### src/rtl/peak_batch_ctrl_if.sv
// -----------------------------------------------------------------------------
// peak_batch_ctrl_if
// Streaming bundle used both for the FFT stream entering peak_batch_ctrl and
// for the stream forwarded to peak_detect.
//   sop    first entry of a frame
//   eop    last entry of a frame
//   valid  entry valid
//   re/im  real/imaginary sample, DATA_WIDTH bits each
// Modports:
//   master  drives the stream (the producer side)
//   slave   receives the stream (the consumer side)
// -----------------------------------------------------------------------------
interface peak_batch_ctrl_if #(
    parameter int DATA_WIDTH = 20
);
    logic                  sop;
    logic                  eop;
    logic                  valid;
    logic [DATA_WIDTH-1:0] re;
    logic [DATA_WIDTH-1:0] im;

    modport master (output sop, output eop, output valid, output re, output im);
    modport slave  (input  sop, input  eop, input  valid, input  re, input  im);
endinterface

### src/rtl/peak_batch_ctrl.sv
// -----------------------------------------------------------------------------
// peak_batch_ctrl
// Batch sequencer in front of peak_detect. Only whole, well-formed frames of
// BATCH_SIZE entries reach the detector. The detector is cleared between
// batches and the sequencer waits for its peak report (or a timeout) before
// accepting the next frame. Frames arriving while busy are dropped; malformed
// frames are aborted and flagged.
//
// Ports:
//   clk            clock
//   reset_n        asynchronous active-low reset
//   enable         high: accept batches
//   in_if          FFT input stream (slave)
//   det_if         stream forwarded to peak_detect, 1-cycle latency (master)
//   det_reset      synchronous active-high reset to peak_detect
//   det_src_valid  peak_detect source_valid
//   det_src_eop    peak_detect source_eop
//   busy           high while loading a frame or draining the detector
//   batch_done     1-cycle pulse: detector report complete
//   frame_err      1-cycle pulse: frame aborted or drain timeout
//   frame_drop     1-cycle pulse: frame discarded because the detector is busy
//   frame_cnt/drop_cnt/err_cnt  saturating statistics (PEAK_BATCH_STATS_EN)
//
// Optional feature: define PEAK_BATCH_STATS_EN to add the statistics counters.
// All outputs are registered.
// -----------------------------------------------------------------------------
module peak_batch_ctrl #(
    parameter int BATCH_SIZE    = 1024,
    parameter int DATA_WIDTH    = 20,
    parameter int DRAIN_TIMEOUT = 4096
`ifdef PEAK_BATCH_STATS_EN
    ,
    parameter int CNT_WIDTH     = 16
`endif
) (
    input  logic                  clk,
    input  logic                  reset_n,
    input  logic                  enable,
    peak_batch_ctrl_if.slave      in_if,
    peak_batch_ctrl_if.master     det_if,
    output logic                  det_reset,
    input  logic                  det_src_valid,
    input  logic                  det_src_eop,
    output logic                  busy,
    output logic                  batch_done,
    output logic                  frame_err,
    output logic                  frame_drop
`ifdef PEAK_BATCH_STATS_EN
    ,
    output logic [CNT_WIDTH-1:0]  frame_cnt,
    output logic [CNT_WIDTH-1:0]  drop_cnt,
    output logic [CNT_WIDTH-1:0]  err_cnt
`endif
);

    localparam int POS_W = (BATCH_SIZE > 1) ? $clog2(BATCH_SIZE) : 1;
    localparam int TMR_W = (DRAIN_TIMEOUT > 1) ? $clog2(DRAIN_TIMEOUT) : 1;
    localparam logic [POS_W-1:0] POS_LAST = POS_W'(BATCH_SIZE - 1);
    localparam logic [POS_W-1:0] POS_ONE  = {{(POS_W-1){1'b0}}, 1'b1};
    localparam logic [TMR_W-1:0] TMR_LAST = TMR_W'(DRAIN_TIMEOUT - 1);
    localparam logic [TMR_W-1:0] TMR_ONE  = {{(TMR_W-1){1'b0}}, 1'b1};

    typedef enum logic [2:0] {
        ST_IDLE  = 3'd0,
        ST_CLEAR = 3'd1,
        ST_ARMED = 3'd2,
        ST_LOAD  = 3'd3,
        ST_DRAIN = 3'd4
    } state_t;

    state_t                state_r;
    state_t                state_nx_s;
    logic [POS_W-1:0]      pos_r;
    logic [POS_W-1:0]      pos_nx_s;
    logic [TMR_W-1:0]      timer_r;
    logic [TMR_W-1:0]      timer_nx_s;
    logic                  fwd_s;
    logic                  done_s;
    logic                  err_s;
    logic                  drop_s;
    logic                  sop_beat_s;
    logic                  det_eop_s;

    logic                  det_reset_r;
    logic                  busy_r;
    logic                  batch_done_r;
    logic                  frame_err_r;
    logic                  frame_drop_r;
    logic                  det_sop_r;
    logic                  det_eop_r;
    logic                  det_valid_r;
    logic [DATA_WIDTH-1:0] det_re_r;
    logic [DATA_WIDTH-1:0] det_im_r;

    // Next-state, beat acceptance and pulse decode.
    always_comb begin
        state_nx_s = state_r;
        pos_nx_s   = pos_r;
        timer_nx_s = {TMR_W{1'b0}};
        fwd_s      = 1'b0;
        done_s     = 1'b0;
        err_s      = 1'b0;
        drop_s     = 1'b0;
        sop_beat_s = in_if.valid & in_if.sop;
        det_eop_s  = det_src_valid & det_src_eop;

        case (state_r)
            ST_IDLE: begin
                // A sop only counts as a drop while we are being asked to run.
                if (enable) begin
                    state_nx_s = ST_CLEAR;
                    drop_s     = sop_beat_s;
                end else begin
                    state_nx_s = ST_IDLE;
                end
            end
            ST_CLEAR: begin
                drop_s     = sop_beat_s;
                state_nx_s = ST_ARMED;
            end
            ST_ARMED: begin
                if (!enable) begin
                    state_nx_s = ST_IDLE;
                end else if (sop_beat_s) begin
                    fwd_s      = 1'b1;
                    pos_nx_s   = POS_ONE;
                    state_nx_s = ST_LOAD;
                end else begin
                    state_nx_s = ST_ARMED;
                end
            end
            ST_LOAD: begin
                // A sop anywhere inside the frame is malformed, including the
                // last beat; the offending beat is never forwarded.
                if (in_if.valid) begin
                    if (!in_if.sop && !in_if.eop && (pos_r < POS_LAST)) begin
                        fwd_s    = 1'b1;
                        pos_nx_s = pos_r + POS_ONE;
                    end else if (!in_if.sop && in_if.eop && (pos_r == POS_LAST)) begin
                        fwd_s      = 1'b1;
                        state_nx_s = ST_DRAIN;
                    end else begin
                        err_s      = 1'b1;
                        state_nx_s = ST_CLEAR;
                    end
                end else begin
                    state_nx_s = ST_LOAD;
                end
            end
            ST_DRAIN: begin
                drop_s = sop_beat_s;
                // The detector report takes priority over a same-cycle timeout.
                if (det_eop_s) begin
                    done_s     = 1'b1;
                    state_nx_s = enable ? ST_CLEAR : ST_IDLE;
                end else if (timer_r == TMR_LAST) begin
                    err_s      = 1'b1;
                    state_nx_s = enable ? ST_CLEAR : ST_IDLE;
                end else begin
                    timer_nx_s = timer_r + TMR_ONE;
                    state_nx_s = ST_DRAIN;
                end
            end
            default: begin
                state_nx_s = ST_IDLE;
            end
        endcase
    end

    // State, counters and registered outputs; det_reset/busy follow the new state.
    always_ff @(posedge clk or negedge reset_n) begin
        if (!reset_n) begin
            state_r      <= ST_IDLE;
            pos_r        <= {POS_W{1'b0}};
            timer_r      <= {TMR_W{1'b0}};
            det_reset_r  <= 1'b1;
            busy_r       <= 1'b0;
            batch_done_r <= 1'b0;
            frame_err_r  <= 1'b0;
            frame_drop_r <= 1'b0;
            det_sop_r    <= 1'b0;
            det_eop_r    <= 1'b0;
            det_valid_r  <= 1'b0;
            det_re_r     <= {DATA_WIDTH{1'b0}};
            det_im_r     <= {DATA_WIDTH{1'b0}};
        end else begin
            state_r      <= state_nx_s;
            pos_r        <= pos_nx_s;
            timer_r      <= timer_nx_s;
            det_reset_r  <= (state_nx_s == ST_IDLE) || (state_nx_s == ST_CLEAR);
            busy_r       <= (state_nx_s == ST_LOAD) || (state_nx_s == ST_DRAIN);
            batch_done_r <= done_s;
            frame_err_r  <= err_s;
            frame_drop_r <= drop_s;
            det_valid_r  <= fwd_s;
            det_sop_r    <= fwd_s & in_if.sop;
            det_eop_r    <= fwd_s & in_if.eop;
            det_re_r     <= fwd_s ? in_if.re : {DATA_WIDTH{1'b0}};
            det_im_r     <= fwd_s ? in_if.im : {DATA_WIDTH{1'b0}};
        end
    end

    assign det_reset    = det_reset_r;
    assign busy         = busy_r;
    assign batch_done   = batch_done_r;
    assign frame_err    = frame_err_r;
    assign frame_drop   = frame_drop_r;
    assign det_if.sop   = det_sop_r;
    assign det_if.eop   = det_eop_r;
    assign det_if.valid = det_valid_r;
    assign det_if.re    = det_re_r;
    assign det_if.im    = det_im_r;

`ifdef PEAK_BATCH_STATS_EN
    logic [CNT_WIDTH-1:0] frame_cnt_r;
    logic [CNT_WIDTH-1:0] drop_cnt_r;
    logic [CNT_WIDTH-1:0] err_cnt_r;

    function automatic logic [CNT_WIDTH-1:0] sat_inc(input logic [CNT_WIDTH-1:0] v);
        if (&v) begin
            sat_inc = v;
        end else begin
            sat_inc = v + {{(CNT_WIDTH-1){1'b0}}, 1'b1};
        end
    endfunction

    // Saturating statistics; updated on the same edge that raises each pulse.
    always_ff @(posedge clk or negedge reset_n) begin
        if (!reset_n) begin
            frame_cnt_r <= {CNT_WIDTH{1'b0}};
            drop_cnt_r  <= {CNT_WIDTH{1'b0}};
            err_cnt_r   <= {CNT_WIDTH{1'b0}};
        end else begin
            frame_cnt_r <= done_s ? sat_inc(frame_cnt_r) : frame_cnt_r;
            drop_cnt_r  <= drop_s ? sat_inc(drop_cnt_r)  : drop_cnt_r;
            err_cnt_r   <= err_s  ? sat_inc(err_cnt_r)   : err_cnt_r;
        end
    end

    assign frame_cnt = frame_cnt_r;
    assign drop_cnt  = drop_cnt_r;
    assign err_cnt   = err_cnt_r;
`endif

endmodule

### src/flat_wrapper.sv
// flat-port wrapper written by rule: the top's interface ports become plain ports
module peak_batch_ctrl_flat 
#(
    parameter int BATCH_SIZE    = 1024,
    parameter int DATA_WIDTH    = 20,
    parameter int DRAIN_TIMEOUT = 4096

)
  (clk, reset_n, enable, det_reset, det_src_valid, det_src_eop, busy, batch_done, frame_err, frame_drop, in_if_sop, in_if_eop, in_if_valid, in_if_re, in_if_im, det_if_sop, det_if_eop, det_if_valid, det_if_re, det_if_im);
  peak_batch_ctrl_if #(.DATA_WIDTH(DATA_WIDTH)) in_if_i ();
  peak_batch_ctrl_if #(.DATA_WIDTH(DATA_WIDTH)) det_if_i ();
  input  logic clk;
  input  logic reset_n;
  input  logic enable;
  output logic det_reset;
  input  logic det_src_valid;
  input  logic det_src_eop;
  output logic busy;
  output logic batch_done;
  output logic frame_err;
  output logic frame_drop;
  input wire logic [$bits(in_if_i.sop)-1:0] in_if_sop;
  input wire logic [$bits(in_if_i.eop)-1:0] in_if_eop;
  input wire logic [$bits(in_if_i.valid)-1:0] in_if_valid;
  input wire logic [$bits(in_if_i.re)-1:0] in_if_re;
  input wire logic [$bits(in_if_i.im)-1:0] in_if_im;
  output wire logic [$bits(det_if_i.sop)-1:0] det_if_sop;
  output wire logic [$bits(det_if_i.eop)-1:0] det_if_eop;
  output wire logic [$bits(det_if_i.valid)-1:0] det_if_valid;
  output wire logic [$bits(det_if_i.re)-1:0] det_if_re;
  output wire logic [$bits(det_if_i.im)-1:0] det_if_im;
  assign in_if_i.sop = in_if_sop;
  assign in_if_i.eop = in_if_eop;
  assign in_if_i.valid = in_if_valid;
  assign in_if_i.re = in_if_re;
  assign in_if_i.im = in_if_im;
  assign det_if_sop = det_if_i.sop;
  assign det_if_eop = det_if_i.eop;
  assign det_if_valid = det_if_i.valid;
  assign det_if_re = det_if_i.re;
  assign det_if_im = det_if_i.im;
  peak_batch_ctrl #(.BATCH_SIZE(BATCH_SIZE), .DATA_WIDTH(DATA_WIDTH), .DRAIN_TIMEOUT(DRAIN_TIMEOUT)) u_core (.clk(clk), .reset_n(reset_n), .enable(enable), .in_if(in_if_i), .det_if(det_if_i), .det_reset(det_reset), .det_src_valid(det_src_valid), .det_src_eop(det_src_eop), .busy(busy), .batch_done(batch_done), .frame_err(frame_err), .frame_drop(frame_drop));
endmodule
### config.mk
export PLATFORM = sky130hd
export DESIGN_NAME = peak_batch_ctrl_flat
export DESIGN_NICKNAME = d
export VERILOG_FILES = /design/src/rtl/peak_batch_ctrl_if.sv /design/src/rtl/peak_batch_ctrl.sv /design/src/flat_wrapper.sv
export SDC_FILE = /design/constraint.sdc
export NUM_CORES = 1
export LEC_CHECK = 0
export BUFFER_PORTS_ARGS = -buffer_cell sky130_fd_sc_hd__buf_4
export CAP_MARGIN = 10
export CORE_ASPECT_RATIO = 1.4
export CORE_MARGIN = 5
export CORE_UTILIZATION = 50
export DETAILED_ROUTE_END_ITERATION = 12
export PLACE_DENSITY = 0.9
export SYNTH_ARGS = -nofsm -noshare
export SYNTH_HDL_FRONTEND = slang
export SYNTH_SLANG_ARGS = --single-unit
### constraint.sdc
create_clock -name clk -period 2.3 [get_ports clk]
set_input_delay 0.345 -clock clk [delete_from_list [all_inputs] [get_ports clk]]
set_output_delay 0.345 -clock clk [all_outputs]
set_load 0.03 [all_outputs]
Word-level counts from Yosys, hierarchy flattened
Index checks and enable logic that the tools add are counted.
{"block": "totals", "wordCells": 81, "regBits": 73, "inputBits": 48, "out_inout_bits": 48}
{"block": "op_classes", "reduce_logical": 13, "order_cmp": 1, "mux": 35, "add_sub_neg": 2, "n_bitwise": 4, "n_eq_ne": 13}
{"cell": "$mux 10", "count": 4}
{"cell": "$mux 20", "count": 2}
{"cell": "$mux 12", "count": 3}
{"cell": "$pmux 10 s2", "count": 1}
{"cell": "$mux 3", "count": 6}
{"cell": "$mux 1", "count": 15}
{"cell": "$pmux 3 s5", "count": 1}
{"cell": "$add 12x1->12 const B", "count": 1}
{"cell": "$eq 12x12->1 const B", "count": 1}
{"cell": "$add 10x1->10 const B", "count": 1}
{"cell": "$eq 10x10->1 const B", "count": 1}
{"cell": "$lt 10x10->1 const B", "count": 1}
{"cell": "$eq 3x2->1 const B", "count": 3}
{"cell": "$eq 3x1->1 const B", "count": 2}
{"cell": "$eq 3x3->1 const B", "count": 2}
{"cell": "$logic_not 3->1", "count": 2}
{"cell": "$pmux 1 s2", "count": 3}
{"cell": "$reduce_and 5->1", "count": 1}
{"cell": "$and 1x1->1", "count": 4}
{"cell": "$logic_and 1x1->1", "count": 4}
{"cell": "$ne 2x1->1 const B", "count": 2}
{"cell": "$ne 2x2->1 const B", "count": 2}
{"cell": "$logic_not 1->1", "count": 2}
{"cell": "$logic_or 1x1->1", "count": 2}
{"cell": "2 further kinds", "count": 2}

Depth between registers and ports, before layout
Gate-level depths: netlist of the first run.
{"block": "logic_depth", "depth_word": 9, "mapped_depth": 7, "ltp_nobuf": 5}

Worst setup path after synthesis of the first run
Ideal clock, no wire load.
{"block": "synth_path", "kind": "reg-to-reg", "start": "register u_core.pos_r[0]", "end": "register u_core.pos_r[6]", "t_required_ns": 2.222, "setup_slack_ns": 0.425, "path_buffers": 1, "path_stages_with_launch": 7, "setup_ns": 0.078, "t_arrival_ns": 1.797, "path_cell_list": "dfrtp_1 ha_1 inv_1 or4_1 buf_2 or4_1 a21oi_1"}
{"block": "synth_between", "elab_chain_len": 4, "elab_cells_between_ends": 8, "cone_classes": "add/sub (1); order compare (1); eq/ne (1); mux (3); reduce/logical (2)"}
{"item": "from (decl)", "line_no": "peak_batch_ctrl.sv:73", "rtl": "logic [POS_W-1:0] pos_r;"}
{"item": "from (signal assigned)", "line_no": "peak_batch_ctrl.sv:174", "rtl": "pos_r <= {POS_W{1'b0}};"}
{"item": "from (signal assigned)", "line_no": "peak_batch_ctrl.sv:188", "rtl": "pos_r <= pos_nx_s;"}
{"item": "$add 10x1->10 or $lt 10x10->1 (tied branches)", "line_no": "peak_batch_ctrl.sv:138, peak_batch_ctrl.sv:136"}
{"item": "$mux 10 or $logic_and 1x1->1 (tied branches)", "line_no": "peak_batch_ctrl.sv:136", "rtl": "if (!in_if.sop && !in_if.eop && (pos_r < POS_LAST)) begin"}
{"item": "$mux 10 or $ne 2x1->1 (tied branches)"}
{"item": "$pmux 10 s2 or $reduce_and 5->1 (tied branches)"}
Parallel ways exist; a longest one is shown, timed or not. The select of a mux whose other input is x is not followed.
A chain may end at the register's enable or synchronous reset.

Final worst setup path of the first run
{"block": "layout_path", "start": "register u_core.pos_r[0]", "end": "register u_core.pos_r[4]"}
The elaborated chain is that of the path after synthesis.

==> results.yml, run 1 <==
clock_tree:
  clkLatencyLatePin_ps: 350
  cts_hold_buffers: 1
  post_cts_resize_count: 0
  cts_bufs_inserted: 9
  cts_tree: "done"
  cts-root-buf: "clkbuf_8"
  ctsHtreeMaxLevel: 3
  clock_sinks: 73
  clock_tree.buffer_depth: 2
  cts.clk_slew.worst_paths_ps: 80
  postCtsSetupBuffers: 0
setup_path:
  crit_path_cell_trace: "ha_1 -> inv_1 -> or4_1 -> or4_1 -> a21oi_1"
  timing.critical_path.arrival_ps: 2350
  crit_buf_inv: 1
  path_delay_family: "simple AND/OR/NAND/NOR gates"
  crit_path_frequent_cell: "or4_1"
  end_kind: "flip-flop"
  cp_max_fo: 8
  timing.critical_path.slowest_cell_delay_ps: 600
  critical_path.slowest_cell: "or4_1"
  critPathRequiredTime_ps: 2570
  start_kind: "flip-flop"
  critPathKind: "reg2reg"
pwr:
  p_comb_share_pct: 19.4
  ir_worst_vdd_mv: 0.5998
  power_mw: 3.154
  internal-power_mw: 2.217
  sequentialPowerShare_pct: 47.4
  switch_share_pct: 29.72
  p_leak_nw: 1.933
  pwr_dens_nw_per_um2: 791.0
  power.switching_mw: 0.9374
  pwr-share-clk_pct: 33.1
routing:
  wl_per_cell_um: 15.64
  drt_pass1_iterations: 4
  finalWirelength_um: 6805
  vias_per_cell: 5.264
  drcViolationCount: 0
  first_iter_violations: 139
  routed-via-count: 2290
  postRouteAntennaNets: 0
floorplanning:
  die_height_um: 100.7
  die_width_um: 74.79
  start_util_pct: 50.82
  num_io_pins: 96
  fp.dieArea_um2: 7530
  core_um2: 5781
  floorplan.rows: 33
timing:
  unrepaired_setup_endpoints_after_global_routing: "false"
  pins_over_slew_limit: 0
  finalSetupViolations: 0
  fin_setup_tns_ps: 0
  report.final.hold_viol_count: 0
  post-route-worst-setup-slack_ps: 217.3
  min_period_ps: 2083
  skew_ps: 13.18
  timing_worst_slew_pin_value_ps: 452.4
  slew-limit-headroom_pct: 69.06
  fin_crit_sh_pct: 90.55
  fmaxAchievable_mhz: 480.1
synthesis:
  async_flop_share_pct: 100.0
  postSynthAreaPerCell_um2: 11.34
  synth-main-ff-cell: "dfrtp_1"
  synth.lib_cells_used.distinct: 41
  synth-edff-count: 0
  synth_seq_area_share_pct: 62.22
  synth_top_cell_area_share_pct: 61.33
  largest_cells_by_area_after_synthesis: "dfrtp_1 61%, nor2b_1 8.5%, xnor2_1 2.7%"
  synth.ff_latch_count: 73
  synth-warning-count: 0
  synthesis.area_um2: 2938
  post_synth_top_area_cell: "dfrtp_1"
  netlist_instances: 259
  synth_nets: 309
run_status:
  result_of_the_run: "completed"
finish:
  layout.area.seq_um2: 1828
  final_net_count: 410
  final.fill_count: 436
  multi_input_area_um2: 1042
  layout_commonest_cell: "buf_4"
  num_antenna_cells: 0
  area_growth_pct: 35.73
  final_cell_mix: "96 x buf_4, 72 x dfrtp_1, 40 x nor2b_1"
  final_layout_size_suffix_gt1_share_pct: 32.60
  post-route-util_pct: 68.98
worst_hold_path:
  hold_path_class: "in2reg"
placement:
  place_ws_ps: 280.1
  gp_congestion: 0.8674
  place_hpwl_um: 5083
  port_buffers: 95
global_route:
  number_of_antenna_violations_at_the_first_check_in_global_routing: 0
  grt.total_usage_pct: 19.57
  grt_remaining_overflow: 0
  grt_max_degree: 44
  grt_first_pass_wirelength_um: 11030
  vias_in_the_first_global_route: 2331
job:
  max_cap_violations: 0
[routing by layer]
layer | vias to the layer above | global-route usage [%] | wire length (um)
li1 | 1093 | - | -
met1 | 1102 | 22.52 | 2469
met2 | 83 | 34.06 | 3801
met3 | 12 | 4.990 | 395
met4 | 0 | 7.808 | 138
met5 | - | 0 | 0
[power by group through the flow]
| stage | sequential [mW] | clock [mW] | combinational, mW |
|---|---|---|---|
| finish | 1.50 | 1.05 | 0.613 |
| global route | 1.51 | 1.14 | 0.667 |
| CTS | 1.49 | 1.07 | 0.619 |
| detailed placement | 1.52 | 0 | 0.613 |
| global placement | 1.50 | 0 | 0.593 |
| floorplan | 1.63 | 0 | 0.220 |
[per-stage QoR]
step	hold slack [ps]	std cells	area, um2
finish	208.3	435	3988
global route	193.4	435	3988
CTS	194.9	435	3988
detailed placement	297.4	418	3764
global placement	290.8	418	3764
floorplan	49.41	259	2938
[worst paths after layout]
check                                  endpoint               from  depth (start not counted)  slack (ps)
hold / removal              u_core.det_if.re[5]        in_if_re[5]                          2         210
max in group asynchronous      u_core.det_reset            reset_n                          3        1220
setup / recovery                u_core.pos_r[4]    u_core.pos_r[0]                          5         220
setup reg to reg                u_core.pos_r[4]    u_core.pos_r[0]                          5         220
min in group asynchronous  u_core.det_if.re[17]            reset_n                          2         470
hold reg to reg               u_core.timer_r[0]  u_core.timer_r[0]                          1         500
[layout make-up]
class | count | area share (%)
clock buffers | 11 | 3.797
clock inverters | 5 | 1.569
inverters | 12 | 1.130
multi-input cells | 165 | 26.14
flip-flops and latches | 73 | 45.84
well taps | 70 | 2.196
repair buffers | 99 | 19.33
[cells by family (layout without fill, tap and decap cells)]
kind of cell,Yosys count,count (layout),synth area share (%)
muxes,3,3,1.022
xor gates and xnor gates,10,10,2.981
DFF,73,73,62.22
AOI/OAI and AO/OA,28,28,6.219
adders and majority gates,2,2,0.8517
and+or+nand+nor,122,122,23.89
buffers and inverters,21,127,2.811
[synthesized netlist by cell type, types with 2 or more instances]
cell type	n
a21oi_1	11
a31oi_1	2
and2_1	2
and3_1	3
and4_1	2
buf_2	2
clkbuf_1	6
dfrtp_1	72
ha_1	2
inv_1	12
mux2i_1	3
nand2_1	12
nand2b_1	3
nand3_1	11
nand4_1	7
nor2_1	18
nor2b_1	40
nor3_1	5
nor4_1	4
o21ai_0	2
o31ai_1	5
or3_1	3
or4_1	6
xnor2_1	9
[worst reg2reg max path, stage by stage (launching register included)]
cell and delay, ps:
dfrtp_1 420, ha_1 280, inv_1 100, or4_1 600, or4_1 450, a21oi_1 160
[state kept, by name, indices dropped and copies added (netlist names)]
signal and count:
u_core.det_if.im 20, u_core.state_r 3, u_core.det_if.eop 1, u_core.frame_drop 1, u_core.det_if.re 20, u_core.det_if.sop 1
u_core.det_if.valid 1, u_core.busy 1, u_core.frame_err 1, u_core.pos_r 10, u_core.timer_r 12, u_core.det_reset 1
u_core.batch_done 1
No activity file was read; power rests on OpenSTA's default activity.
==> inputs of run 2 (changes only) <==
--- a/config.mk
+++ b/config.mk
@@ -12,6 +12,7 @@
 export CORE_UTILIZATION = 50
 export DETAILED_ROUTE_END_ITERATION = 12
 export PLACE_DENSITY = 0.9
+export REMOVE_ABC_BUFFERS = 1
 export SYNTH_ARGS = -nofsm -noshare
 export SYNTH_HDL_FRONTEND = slang
 export SYNTH_SLANG_ARGS = --single-unit
==> results.yml, run 2 (synthesized netlist as in run 1, its figures left out) <==
clock_tree:
  post_cts_resize_count: 0
  clock_tree.buffer_depth: 2
  cts_hold_buffers: 0
  cts_bufs_inserted: 9
  ctsHtreeMaxLevel: 3
  cts-root-buf: "clkbuf_8"
  clock_sinks: 73
  postCtsSetupBuffers: 0
  cts_tree: "done"
  cts.clk_slew.worst_paths_ps: 70
  clkLatencyLatePin_ps: 340
run_status:
  result_of_the_run: "completed"
floorplanning:
  floorplan.rows: 33
  die_height_um: 100.7
  core_um2: 5781
  start_util_pct: 50.82
  fp.dieArea_um2: 7530
  die_width_um: 74.79
  num_io_pins: 96
global_route:
  vias_in_the_first_global_route: 2386
  grt_first_pass_wirelength_um: 10720
  grt_remaining_overflow: 0
  grt.total_usage_pct: 18.79
  number_of_antenna_violations_at_the_first_check_in_global_routing: 0
  grt_max_degree: 74
finish:
  multi_input_area_um2: 1042
  finalInstanceArea_um2: 4005
  layout.area.seq_um2: 1828
  num_antenna_cells: 0
  final_net_count: 409
  final.fill_count: 445
  final_layout_size_suffix_gt1_share_pct: 32.42
  area_growth_pct: 36.33
  layout_commonest_cell: "buf_4"
  final_cell_mix: "97 x buf_4, 72 x dfrtp_1, 40 x nor2b_1"
setup_path:
  cp_max_fo: 8
  r2r-start: "u_core.pos_r[0]"
  ff2ff_path_depth: 5
  cp-startpoint: "u_core.pos_r[0]"
  timing.critical_path.arrival_ps: 2320
  start_kind: "flip-flop"
  end_kind: "flip-flop"
  critPathKind: "reg2reg"
  critPathRequiredTime_ps: 2560
timing:
  report.final.hold_viol_count: 0
  worst_hold_check_slack_ps: 105.5
  fin_setup_tns_ps: 0
  fin_crit_sh_pct: 89.51
  skew_ps: 8.372
  min_period_ps: 2059
  slew-limit-headroom_pct: 41.66
  finalSetupViolations: 0
  timing_worst_slew_pin_value_ps: 875.2
  fmaxAchievable_mhz: 485.7
  unrepaired_setup_endpoints_after_global_routing: "false"
  pins_over_slew_limit: 0
placement:
  port_buffers: 95
  gp_congestion: 0.8243
  place_hpwl_um: 4673
  placed_cell_area_um2: 3751
routing:
  drt_pass1_iterations: 4
  routed-via-count: 2284
  finalWirelength_um: 6466
  drcViolationCount: 0
  vias_per_cell: 5.263
  first_iter_violations: 149
  postRouteAntennaNets: 0
  wl_per_cell_um: 14.90
job:
  max_cap_violations: 0
pwr:
  power_mw: 3.324
  pwr_dens_nw_per_um2: 830.0
  p_leak_nw: 1.949
  ir_worst_vdd_mv: 0.5296
worst_hold_path:
  hold_path_class: "in2async"
[run 2: cell count changes in the layout (fill, tap and decap cells not counted), sizes merged]
cell	before	now
clkbuf	11	12
bufinv	1	3
inv	13	12
dlygate4sd3	1	0
clkinvlp	2	0
[run 2: worst paths after layout]
kind | slack, ps | endpoint
worst max-delay path | 240 | u_core.pos_r[6]
worst min-delay path | 110 | u_core.busy
worst max register to register | 240 | u_core.pos_r[6]
worst min register to register | 490 | u_core.timer_r[0]
max in group asynchronous | 1610 | u_core.batch_done
min in group clk | 220 | u_core.det_if.re[0]
[run 2: power by group]
part	leakage [nW]	internal (mW)	total, mW	switching, mW
logic	0.820	0.248	0.599	0.351
registers	1.00	1.40	1.49	0.0904
clock network	0.127	0.782	1.23	0.452
total	1.95	2.43	3.32	0.893
[run 2: critical path, cell delays in order, from the launching register on]
cell     delay [ps]
dfrtp_1         410
ha_1            270
inv_1            90
or4_1           600
or4_1           450
a21oi_1         160
[run 2: per-stage QoR]
stage / cells / worst slack (ps) / utilization (%)
after floorplan: 250 / -498.8 / -
after global placement: 418 / 367.2 / 64.89
after detailed placement: 418 / 296.9 / 64.89
after CTS: 434 / 268.2 / 69.29
after global routing: 434 / 94.36 / 69.29
final: 434 / 241.3 / 69.29
[run 2: area by class of cell]
class	instances	area share, %
clock buffers	12	3.874
clock inverters	4	2.468
inverters	12	1.125
multi-input cells	165	26.02
flip-flops and latches	73	45.64
well taps	70	2.187
repair buffers	98	18.68
[run 2: layer usage]
layer  vias to the layer above  track usage, %  wire [um]
li1                       1090               -          -
met1                      1097           20.33       2265
met2                        85           32.70       3511
met3                        12           6.786        548
met4                         0           7.397        140
met5                         -               0          0
==> inputs of run 3 (changes only) <==
--- a/config.mk
+++ b/config.mk
@@ -5,13 +5,13 @@
 export SDC_FILE = /design/constraint.sdc
 export NUM_CORES = 1
 export LEC_CHECK = 0
-export BUFFER_PORTS_ARGS = -buffer_cell sky130_fd_sc_hd__buf_4
 export CAP_MARGIN = 10
 export CORE_ASPECT_RATIO = 1.4
 export CORE_MARGIN = 5
-export CORE_UTILIZATION = 50
+export CORE_UTILIZATION = 56
 export DETAILED_ROUTE_END_ITERATION = 12
-export PLACE_DENSITY = 0.9
+export DONT_BUFFER_PORTS = 1
+export PLACE_DENSITY = 0.85
 export REMOVE_ABC_BUFFERS = 1
 export SYNTH_ARGS = -nofsm -noshare
 export SYNTH_HDL_FRONTEND = slang
==> constraint.sdc (replaced) <==
create_clock -name clk -period 1.7 [get_ports clk]
set_input_delay 0.255 -clock clk [delete_from_list [all_inputs] [get_ports clk]]
set_output_delay 0.255 -clock clk [all_outputs]
set_load 0.03 [all_outputs]
==> results.yml, run 3 (synthesized netlist as in run 1, its figures left out) <==
timing:
  report.final.hold_viol_count: 73
  min_period_ps: 1759
  fmaxAchievable_mhz: 568.7
  post-route-worst-setup-slack_ps: -58.51
  worst_hold_check_slack_ps: -398.1
  timing_worst_slew_pin_value_ps: 394.8
  fin_setup_tns_ps: -114.6
  pins_over_slew_limit: 0
  unrepaired_setup_endpoints_after_global_routing: "true"
  skew_ps: 7.471
  slew-limit-headroom_pct: 73.00
  finalSetupViolations: 2
  fin_crit_sh_pct: 103.4
global_route:
  grt_remaining_overflow: 0
  vias_in_the_first_global_route: 2156
  number_of_antenna_violations_at_the_first_check_in_global_routing: 0
  grt_first_pass_wirelength_um: 10080
  grt_max_degree: 74
  grt.total_usage_pct: 19.69
placement:
  gp_congestion: 0.8485
  place_hpwl_um: 4529
  placed_cells: 344
  port_buffers: 0
  placed_cell_area_um2: 3233
pwr:
  ir_worst_vdd_mv: 0.6701
  p_leak_nw: 1.607
  power_mw: 4.243
  pwr_dens_nw_per_um2: 1178
clock_tree:
  ctsHtreeMaxLevel: 3
  cts-root-buf: "clkbuf_8"
  cts_bufs_inserted: 9
  cts_hold_buffers: 1
  cts.clk_slew.worst_paths_ps: 80
  clock_sinks: 73
  clkLatencyLatePin_ps: 340
  clock_tree.buffer_depth: 2
  cts_tree: "done"
setup_path:
  timing.critical_path.arrival_ps: 2030
  end_kind: "flip-flop"
  start_kind: "flip-flop"
  cp_max_fo: 8
  critPathRequiredTime_ps: 1970
  critPathKind: "reg2reg"
finish:
  multi_input_area_um2: 1170
  layout_commonest_cell: "dfrtp_1"
  finalInstanceArea_um2: 3601
  fin_cells: 362
  final_cell_mix: "69 x dfrtp_1, 40 x nor2b_1, 27 x buf_4"
  num_antenna_cells: 0
  area_growth_pct: 22.57
  post-route-util_pct: 70.33
  final_net_count: 341
  final.fill_count: 357
  layout.area.seq_um2: 1832
  final_layout_size_suffix_gt1_share_pct: 23.99
routing:
  postRouteAntennaNets: 0
  drcViolationCount: 0
  vias_per_cell: 5.876
  wl_per_cell_um: 18.40
  finalWirelength_um: 6660
  first_iter_violations: 129
  drt_pass1_iterations: 4
  routed-via-count: 2127
floorplanning:
  fp.dieArea_um2: 6815
  floorplan.rows: 31
  start_util_pct: 57.38
  die_height_um: 95.70
  core_um2: 5120
  num_io_pins: 96
  die_width_um: 71.22
run_status:
  violations: "hold timing, setup timing"
  result_of_the_run: "finished with violations"
job:
  max_cap_violations: 0
worst_hold_path:
  hold_path_class: "in2async"
-- run 3: layout make-up --
class	instances	area share, %
clock inverters	6	2.536
multi-input cells	165	32.49
repair buffers	30	7.019
flip-flops and latches	73	50.87
clock buffers	10	3.544
well taps	66	2.293
inverters	12	1.251
-- run 3: final timing paths --
path	startpoint	end	slack, ps	depth (start not counted)
min reg2reg	u_core.timer_r[0]	u_core.timer_r[0]	550	2
max	u_core.pos_r[1]	u_core.pos_r[6]	-60	5
min	reset_n	u_core.timer_r[9]	-400	0
max reg2reg	u_core.pos_r[1]	u_core.pos_r[6]	-60	5
min in group clk	in_if_im[15]	u_core.det_if.im[15]	50	1
max in group asynchronous	reset_n	u_core.det_reset	1900	0
-- run 3: worst max-delay path, stage by stage, from the launching register on --
cell	delay, ps
dfrtp_1	370
ha_2	200
inv_2	40
or4_4	530
or4_4	440
a21oi_2	120
-- run 3: stage by stage --
| step | hold WS (ps) | setup WS, ps |
|---|---|---|
| finish | -398.1 | -58.51 |
| global route | -427.4 | -116.4 |
| CTS | -418.9 | -64.11 |
| detailed placement | -38.14 | -176.1 |
| global placement | -38.50 | -55.81 |
| floorplan | -40.59 | -1099 |
-- run 3: repair_timing --
action / CTS / global route
setup buffers: 0 / 1
resized for setup: 15 / 14
endpoints found under the setup margin: 62 / 28
pin swaps: 3 / 4
endpoints found under the hold margin: 74 / 73
-- run 3: metal layers --
metal | routed length (um) | vias up | GRT usage, %
met1 | 2331 | 1050 | 20.00
met5 | 0 | - | 0
met3 | 586 | 21 | 7.106
li1 | - | 954 | -
met2 | 3491 | 102 | 32.44
met4 | 250 | 0 | 15.67
-- run 3: power breakdown --
| group | switching (mW) | internal [mW] |
|---|---|---|
| clock network | 0.622 | 0.831 |
| registers | 0.317 | 1.90 |
| logic | 0.282 | 0.289 |
| total | 1.22 | 3.02 |
